<file path="src/rtl/traffic_pkg.sv">
// Shared light codes and phase encoding for the intersection controllers.
package traffic_pkg;

  typedef enum logic [1:0] {
    LIGHT_RED    = 2'b00,
    LIGHT_YELLOW = 2'b01,
    LIGHT_GREEN  = 2'b10
  } light_e;

  typedef enum logic [2:0] {
    PH_ALL_RED   = 3'd0,
    PH_NS_GREEN  = 3'd1,
    PH_NS_YELLOW = 3'd2,
    PH_EW_GREEN  = 3'd3,
    PH_EW_YELLOW = 3'd4,
    PH_PED_WALK  = 3'd5
  } phase_e;

  typedef enum logic {
    ROAD_NS = 1'b0,
    ROAD_EW = 1'b1
  } road_e;

endpackage

</file>
<file path="src/rtl/traffic_phase_scheduler_if.sv">
// Sensor inputs and lamp outputs of the phase scheduler.
interface traffic_phase_scheduler_if;
  logic       tick;
  logic       ns_car;
  logic       ew_car;
  logic       ped_req;
  logic [1:0] ns_light;
  logic [1:0] ew_light;
  logic       walk;
  logic       ped_waiting;
  logic [2:0] phase;

  modport master (
    output tick, ns_car, ew_car, ped_req,
    input  ns_light, ew_light, walk, ped_waiting, phase
  );

  modport slave (
    input  tick, ns_car, ew_car, ped_req,
    output ns_light, ew_light, walk, ped_waiting, phase
  );
endinterface

</file>
<file path="src/rtl/traffic_phase_scheduler_phase_timer.sv">
// Per-phase tick counter: cleared on state entry, counts ticks, saturates.
module phase_timer #(
  parameter int TIMER_W = 8
) (
  input  logic               clk,
  input  logic               reset_n,
  input  logic               clr_i,
  input  logic               tick_i,
  output logic [TIMER_W-1:0] timer_o,
  output logic [TIMER_W-1:0] count_o
);

  localparam logic [TIMER_W-1:0] TMAX = '1;

  logic [TIMER_W-1:0] timer_q;
  logic [TIMER_W-1:0] timer_d;

  // Tick count including a tick on the current edge (saturating).
  always_comb begin
    count_o = timer_q;
    if (tick_i && (timer_q != TMAX)) count_o = timer_q + TIMER_W'(1);
  end

  // A state change restarts the count from zero.
  always_comb begin
    timer_d = clr_i ? '0 : count_o;
  end

  // Timer register.
  always_ff @(posedge clk or negedge reset_n) begin
    if (!reset_n) timer_q <= '0;
    else          timer_q <= timer_d;
  end

  assign timer_o = timer_q;

endmodule

</file>
<file path="src/rtl/traffic_phase_scheduler.sv">
// Demand-driven green/yellow/all-red/walk sequencer for a two-road crossing.
module traffic_phase_scheduler
  import traffic_pkg::*;
#(
  parameter int TIMER_W      = 8,
  parameter int MIN_GREEN    = 10,
  parameter int MAX_GREEN    = 40,
  parameter int YELLOW_TIME  = 4,
  parameter int ALL_RED_TIME = 2,
  parameter int WALK_TIME    = 8
) (
  input  logic                       clk,
  input  logic                       reset_n,
  traffic_phase_scheduler_if.slave   bus
);

  localparam logic [TIMER_W-1:0] MIN_T    = TIMER_W'(MIN_GREEN);
  localparam logic [TIMER_W-1:0] MAX_T    = TIMER_W'(MAX_GREEN);
  localparam logic [TIMER_W-1:0] YEL_LAST = TIMER_W'(YELLOW_TIME - 1);
  localparam logic [TIMER_W-1:0] AR_LAST  = TIMER_W'(ALL_RED_TIME - 1);
  localparam logic [TIMER_W-1:0] WLK_LAST = TIMER_W'(WALK_TIME - 1);

  phase_e             state_q, state_d;
  road_e              last_green_q, last_green_d;
  logic               ped_pending_q, ped_pending_d;
  logic               ped_served_q, ped_served_d;
  logic [TIMER_W-1:0] timer;
  logic [TIMER_W-1:0] count;
  logic               clr;

  // A fixed-length phase of D ticks ends on the tick that sees timer == D-1.
  function automatic logic fixed_done(input logic tck, input logic [TIMER_W-1:0] t,
                                      input logic [TIMER_W-1:0] last);
    return tck && (t == last);
  endfunction

  // Green thresholds compare against the count including this edge's tick,
  // so a green with waiting opposition lasts exactly MIN_GREEN ticks.
  function automatic logic green_exit(input logic [TIMER_W-1:0] cnt,
                                      input logic own_car, input logic opp);
    return opp && (((cnt >= MIN_T) && !own_car) || (cnt >= MAX_T));
  endfunction

  assign clr = (state_d != state_q);

  phase_timer #(.TIMER_W(TIMER_W)) u_timer (
    .clk     (clk),
    .reset_n (reset_n),
    .clr_i   (clr),
    .tick_i  (bus.tick),
    .timer_o (timer),
    .count_o (count)
  );

  // State, last-served road and pedestrian latch registers.
  always_ff @(posedge clk or negedge reset_n) begin
    if (!reset_n) begin
      state_q       <= PH_ALL_RED;
      last_green_q  <= ROAD_EW;
      ped_pending_q <= 1'b0;
      ped_served_q  <= 1'b0;
    end else begin
      state_q       <= state_d;
      last_green_q  <= last_green_d;
      ped_pending_q <= ped_pending_d;
      ped_served_q  <= ped_served_d;
    end
  end

  // Next-state decisions; a button press always wins over the walk-exit clear.
  always_comb begin
    state_d       = state_q;
    last_green_d  = last_green_q;
    ped_pending_d = ped_pending_q | bus.ped_req;
    ped_served_d  = ped_served_q;
    case (state_q)
      PH_ALL_RED: begin
        if (fixed_done(bus.tick, timer, AR_LAST)) begin
          if (ped_pending_q && !ped_served_q) state_d = PH_PED_WALK;
          else if (last_green_q == ROAD_NS)   state_d = PH_EW_GREEN;
          else                                state_d = PH_NS_GREEN;
        end
      end
      PH_NS_GREEN: begin
        if (green_exit(count, bus.ns_car, bus.ew_car | ped_pending_q)) state_d = PH_NS_YELLOW;
      end
      PH_NS_YELLOW: begin
        if (fixed_done(bus.tick, timer, YEL_LAST)) begin
          state_d      = PH_ALL_RED;
          last_green_d = ROAD_NS;
        end
      end
      PH_EW_GREEN: begin
        if (green_exit(count, bus.ew_car, bus.ns_car | ped_pending_q)) state_d = PH_EW_YELLOW;
      end
      PH_EW_YELLOW: begin
        if (fixed_done(bus.tick, timer, YEL_LAST)) begin
          state_d      = PH_ALL_RED;
          last_green_d = ROAD_EW;
        end
      end
      PH_PED_WALK: begin
        if (fixed_done(bus.tick, timer, WLK_LAST)) begin
          state_d       = PH_ALL_RED;
          ped_pending_d = bus.ped_req;
          ped_served_d  = 1'b1;
        end
      end
      default: state_d = PH_ALL_RED;
    endcase
    if (clr && ((state_d == PH_NS_GREEN) || (state_d == PH_EW_GREEN))) ped_served_d = 1'b0;
  end

  // Moore lamp decode from the registered state.
  always_comb begin
    bus.ns_light    = LIGHT_RED;
    bus.ew_light    = LIGHT_RED;
    bus.walk        = 1'b0;
    bus.ped_waiting = ped_pending_q;
    bus.phase       = state_q;
    case (state_q)
      PH_NS_GREEN:  bus.ns_light = LIGHT_GREEN;
      PH_NS_YELLOW: bus.ns_light = LIGHT_YELLOW;
      PH_EW_GREEN:  bus.ew_light = LIGHT_GREEN;
      PH_EW_YELLOW: bus.ew_light = LIGHT_YELLOW;
      PH_PED_WALK:  bus.walk     = 1'b1;
      default:      bus.walk     = 1'b0;
    endcase
  end

endmodule
</file>
<file path="src/flat_wrapper.sv">
// flat-port wrapper written by rule: the top's interface ports become plain ports
module traffic_phase_scheduler_flat import traffic_pkg::*;
#(
  parameter int TIMER_W      = 8,
  parameter int MIN_GREEN    = 10,
  parameter int MAX_GREEN    = 40,
  parameter int YELLOW_TIME  = 4,
  parameter int ALL_RED_TIME = 2,
  parameter int WALK_TIME    = 8
)
  (clk, reset_n, bus_tick, bus_ns_car, bus_ew_car, bus_ped_req, bus_ns_light, bus_ew_light, bus_walk, bus_ped_waiting, bus_phase);
  traffic_phase_scheduler_if bus_i ();
  input  logic clk;
  input  logic reset_n;
  input wire logic [$bits(bus_i.tick)-1:0] bus_tick;
  input wire logic [$bits(bus_i.ns_car)-1:0] bus_ns_car;
  input wire logic [$bits(bus_i.ew_car)-1:0] bus_ew_car;
  input wire logic [$bits(bus_i.ped_req)-1:0] bus_ped_req;
  output wire logic [$bits(bus_i.ns_light)-1:0] bus_ns_light;
  output wire logic [$bits(bus_i.ew_light)-1:0] bus_ew_light;
  output wire logic [$bits(bus_i.walk)-1:0] bus_walk;
  output wire logic [$bits(bus_i.ped_waiting)-1:0] bus_ped_waiting;
  output wire logic [$bits(bus_i.phase)-1:0] bus_phase;
  assign bus_i.tick = bus_tick;
  assign bus_i.ns_car = bus_ns_car;
  assign bus_i.ew_car = bus_ew_car;
  assign bus_i.ped_req = bus_ped_req;
  assign bus_ns_light = bus_i.ns_light;
  assign bus_ew_light = bus_i.ew_light;
  assign bus_walk = bus_i.walk;
  assign bus_ped_waiting = bus_i.ped_waiting;
  assign bus_phase = bus_i.phase;
  traffic_phase_scheduler #(.TIMER_W(TIMER_W), .MIN_GREEN(MIN_GREEN), .MAX_GREEN(MAX_GREEN), .YELLOW_TIME(YELLOW_TIME), .ALL_RED_TIME(ALL_RED_TIME), .WALK_TIME(WALK_TIME)) u_core (.clk(clk), .reset_n(reset_n), .bus(bus_i));
endmodule
</file>
<file path="config.mk">
export PLATFORM = sky130hd
export DESIGN_NAME = traffic_phase_scheduler_flat
export DESIGN_NICKNAME = d
export VERILOG_FILES = /design/src/rtl/traffic_pkg.sv /design/src/rtl/traffic_phase_scheduler_if.sv /design/src/rtl/traffic_phase_scheduler_phase_timer.sv /design/src/rtl/traffic_phase_scheduler.sv /design/src/flat_wrapper.sv
export SDC_FILE = /design/constraint.sdc
export NUM_CORES = 1
export LEC_CHECK = 0
export CORE_AREA = 2 2 43 45
export CTS_CLUSTER_DIAMETER = 80
export CTS_CLUSTER_SIZE = 8
export DETAILED_ROUTE_END_ITERATION = 16
export DIE_AREA = 0 0 45 47
export DONT_BUFFER_PORTS = 1
export GPL_ROUTABILITY_DRIVEN = 0
export MAX_ROUTING_LAYER = met4
export PLACE_DENSITY = 0.75
export SETUP_SLACK_MARGIN = 0.1
export SLEW_MARGIN = 0
export SYNTH_ARGS = -nofsm -noshare
export SYNTH_HDL_FRONTEND = slang
export SYNTH_SLANG_ARGS = --single-unit
</file>
<file path="constraint.sdc">
create_clock -name clk -period 6.8 [get_ports clk]
set_input_delay 0.68 -clock clk [delete_from_list [all_inputs] [get_ports clk]]
set_output_delay 0.68 -clock clk [all_outputs]
set_load 0.05 [all_outputs]
</file>
==> impl_table.tex <==
\begin{tabular}{lr}
\hline
Metric & Value \\
\hline
\multicolumn{2}{l}{\textbf{STA}} \\
Endpoints failing hold & 0 \\
Relative slew margins & 35.4\% \\
Fin Clk Skew & 0.00880 ns \\
Worst hold slack after final layout & 0.0683 ns \\
Unrepaired setup endpoints after global routing & false \\
Setup-failing EPs final & 0 \\
Final setup TNS & 0 ns \\
Number of pins with negative max-slew slack in the final report & 0 \\
Final min period & 2.76 ns \\
Share of the clock period used by the worst path after layout & 40.7\% \\
Maximum achievable frequency & 362 MHz \\
Slew of the pin with the lowest slew margin & 0.963 ns \\
\multicolumn{2}{l}{\textbf{Synth}} \\
Async set-or-reset flop fraction in the synthesized netlist & 100\% \\
Total standard cell area after synthesis & 1030 um\^{}2 \\
Cell count after synthesis & 121 \\
XOR/XNOR Fraction of Synth Area & 1.71\% \\
Synthesized area divided by synthesized cell count & 8.48 um\^{}2 \\
Register area share after synthesis & 34.3\% \\
Yosys warnings & 0 \\
Post-synth EDFFs & 0 \\
Flops \& latches, synth & 14 \\
Dominant combinational cell family by area after synthesis & simple AND/OR/NAND/NOR gates \\
Most used flip-flop cell after synthesis & sky130\_fd\_sc\_hd\_\_dfrtp\_1 \\
Adder and majority cell fraction of the synthesized area & 2.44\% \\
Post-Synth Simple-Gate Area & 31.1\% \\
Fraction of the mapped netlist area in compound gates & 24.0\% \\
Count of unique library cells instantiated by Yosys & 44 \\
Syn nets & 129 \\
Proportion of synthesized area in mux cells & 1.10\% \\
\multicolumn{2}{l}{\textbf{Clock tree}} \\
Number of levels the H-tree was split into & 1 \\
Max Root-Sink Buffers & 2 \\
TritonCTS clock tree & built \\
Master cell of the clock root buffer & sky130\_fd\_sc\_hd\_\_clkbuf\_4 \\
TritonCTS Buffers & 3 \\
Setup fix buffers added after clock tree synthesis & 0 \\
Post-CTS resize count & 0 \\
Number of sinks handled by clock tree synthesis & 14 \\
Number of hold-repair buffers added at the cts stage & 0 \\
Worst-skew pair later-pin latency & 0.29 ns \\
Worst-path clk slew & 0.10 ns \\
\multicolumn{2}{l}{\textbf{Global route}} \\
Number of global-route vias before repair & 796 \\
Met2 global-route usage & 34.0\% \\
Peak-usage layer in the global routing report & met1 \\
Initial antenna violation count & 0 \\
Remaining global-route overflow & 0 \\
Met3 layer usage reported by global route & 5.38\% \\
Global-route wire length before repair & 3.60 mm \\
Pin count of the biggest net entering global routing & 15 \\
Total global routing track utilization & 24.7\% \\
Grt met1 use & 35.2\% \\
\multicolumn{2}{l}{\textbf{Final layout}} \\
Most frequent cells in the layout & 15 x sky130\_fd\_sc\_hd\_\_nor2\_1, 13 x sky130\_fd\_sc\_hd\_\_dfrtp\_1, 8 x sky130\_fd\_sc\_hd\_\_inv\_1, 7 x sky130\_fd\_sc\_hd\_\_nand3\_1, 7 x sky130\_fd\_sc\_hd\_\_nand2\_1 \\
Number of filler instances in the final layout & 148 \\
Inserted Diodes & 0 \\
Synthesis-to-finish area growth & 3.66\% \\
Ratio of cells with drive above 1 in the final layout & 10.7\% \\
Most common library cell in the layout ignoring fill and taps & sky130\_fd\_sc\_hd\_\_nor2\_1 \\
Number of nets at the end of the flow & 130 \\
\multicolumn{2}{l}{\textbf{Route}} \\
Vias per cell & 6.50 \\
Number of detailed-routing iterations run before antenna repair & 4 \\
Routed WL & 2.20 mm \\
DRC violations left & 0 \\
Number of vias after detailed routing & 897 \\
Initial drt markers & 16 \\
Number of nets with antenna violations after routing & 0 \\
Drt wl/cell & 15.9 um \\
\multicolumn{2}{l}{\textbf{Critical path}} \\
Maximum net fanout on the critical path & 6 \\
Reg2reg setup slack & 4.06 ns \\
Worst path arrival time & 2.09 ns \\
Startpoint class of the critical path & flip-flop \\
Reg2reg path depth & 8 \\
Endpoint type of the worst setup path & output pin \\
Required time of the critical path & 6.12 ns \\
Start-to-end type of the worst setup path & reg2out \\
\multicolumn{2}{l}{\textbf{Power and ir drop}} \\
Static power due to leakage & 0.477 nW \\
Largest vdd supply drop & 0.000225 V \\
Sw frac & 53.1\% \\
Power share of the sequential group & 43.5\% \\
Total power divided by cell area & 381 nW/um\^{}2 \\
Clk pwr share & 13.0\% \\
Total internal power & 0.190 mW \\
Portion of total power attributed to combinational logic & 43.5\% \\
Net Sw Power & 0.215 mW \\
\multicolumn{2}{l}{\textbf{Die}} \\
Core outline area & 1650 um\^{}2 \\
Die outline area & 2120 um\^{}2 \\
Die height & 47 um \\
Die extent in x & 45 um \\
Starting density of the core & 62.1\% \\
Top-level I/O count & 15 \\
Site Rows & 15 \\
\multicolumn{2}{l}{\textbf{Place}} \\
Port bufs & 0 \\
HPWL after DPL & 1.66 mm \\
\multicolumn{2}{l}{\textbf{Min path}} \\
Hold Path Class & in2async \\
\multicolumn{2}{l}{\textbf{Run status}} \\
Run status & completed \\
\multicolumn{2}{l}{\textbf{Job}} \\
Max cap viols & 0 \\
\hline
\end{tabular}
[power groups by stage]
stage / clock [mW] / sequential [mW] / combinational, mW
detailed placement: 0 / 0.177 / 0.174
CTS: 0.0527 / 0.176 / 0.176
floorplan: 0 / 0.160 / 0.159
global route: 0.0545 / 0.183 / 0.197
global placement: 0 / 0.176 / 0.174
finish: 0.0526 / 0.176 / 0.176
[metal layers]
layer | wire [um] | vias up
li1 | - | 451
met1 | 1070 | 418
met2 | 960 | 24
met3 | 139 | 4
met4 | 31 | 0
met5 | 0 | -
[kinds of logic after synthesis]
group / Yosys count
and+or+nand+nor: 57
AOI/OAI and AO/OA: 33
DFF: 14
buffers and inverters: 12
xor gates and xnor gates: 2
adders and majority gates: 2
muxes: 1
[layout make-up]
class                      count  area, um^2  share of cell area, %
inverter                       8        30.0                   2.82
multi-input combinational     95         634                   59.6
sequential                    14         352                   33.1
clock buffer                   4        26.3                   2.47
tap                           17        21.3                   2.00
[critical path: stages, from the launching register on]
cell and delay, ns:
sky130_fd_sc_hd__dfrtp_1 0.72, sky130_fd_sc_hd__inv_1 0.25, sky130_fd_sc_hd__nor3_2 0.82
[cells in the mapped netlist (2+ instances only)]
cell / instances / share of area (%)
sky130_fd_sc_hd__a21o_1: 2 / 1.5
sky130_fd_sc_hd__a21oi_1: 5 / 2.4
sky130_fd_sc_hd__a311o_1: 3 / 2.9
sky130_fd_sc_hd__and2_1: 3 / 1.8
sky130_fd_sc_hd__and3_1: 4 / 2.4
sky130_fd_sc_hd__buf_2: 2 / 0.98
sky130_fd_sc_hd__buf_4: 2 / 1.5
sky130_fd_sc_hd__dfrtp_1: 13 / 32
sky130_fd_sc_hd__ha_1: 2 / 2.4
sky130_fd_sc_hd__inv_1: 8 / 2.9
sky130_fd_sc_hd__nand2_1: 7 / 2.6
sky130_fd_sc_hd__nand2b_1: 2 / 1.2
sky130_fd_sc_hd__nand3_1: 7 / 3.4
sky130_fd_sc_hd__nand4_1: 4 / 2.4
sky130_fd_sc_hd__nor2_1: 15 / 5.5
sky130_fd_sc_hd__nor3_1: 2 / 0.98
sky130_fd_sc_hd__nor3b_1: 3 / 2.2
sky130_fd_sc_hd__o211ai_2: 2 / 2.4
sky130_fd_sc_hd__o21ai_0: 5 / 2.4
sky130_fd_sc_hd__o21ai_1: 2 / 0.98
sky130_fd_sc_hd__o21bai_1: 2 / 1.5
sky130_fd_sc_hd__o31ai_1: 2 / 1.5
sky130_fd_sc_hd__or4_1: 2 / 1.5
sky130_fd_sc_hd__xor2_1: 2 / 1.7
[state kept, by name, summed over array words and instances (netlist names)]
name / flops
u_core.u_timer.timer_o: 8
u_core.bus.phase: 3
u_core.bus.ped_waiting: 1
u_core.last_green_q: 1
u_core.ped_served_q: 1
[path summary, 6_finish.rpt]
kind | start | endpoint
setup / recovery | u_core.bus.phase[2]$_DFF_PN0_ | bus_ew_light[0]
hold / removal | reset_n | u_core.u_timer.timer_o[2]$_DFF_PN0_
setup reg to reg | u_core.u_timer.timer_o[1]$_DFF_PN0_ | u_core.u_timer.timer_o[1]$_DFF_PN0_
hold reg to reg | u_core.ped_served_q$_DFFE_PN0P_ | u_core.ped_served_q$_DFFE_PN0P_
max in group asynchronous | reset_n | u_core.last_green_q$_DFFE_PN1P_
min in group clk | bus_tick | u_core.u_timer.timer_o[1]$_DFF_PN0_
[metrics by stage]
stage | area [um^2] | worst slack (ns) | total power, mW | std cells | utilization [%]
6_report | 1060 | 4.04 | 0.405 | 138 | 64.4
5_1_grt | 1060 | 3.80 | 0.434 | 138 | 64.4
4_1_cts | 1060 | 4.06 | 0.404 | 138 | 64.4
3_5_place_dp | 1040 | 4.11 | 0.352 | 134 | 62.8
3_3_place_gp | 1040 | 4.15 | 0.350 | 134 | 62.8
2_1_floorplan | 1030 | 3.74 | 0.319 | 121 | -
Power figures use the tool's default switching activity.
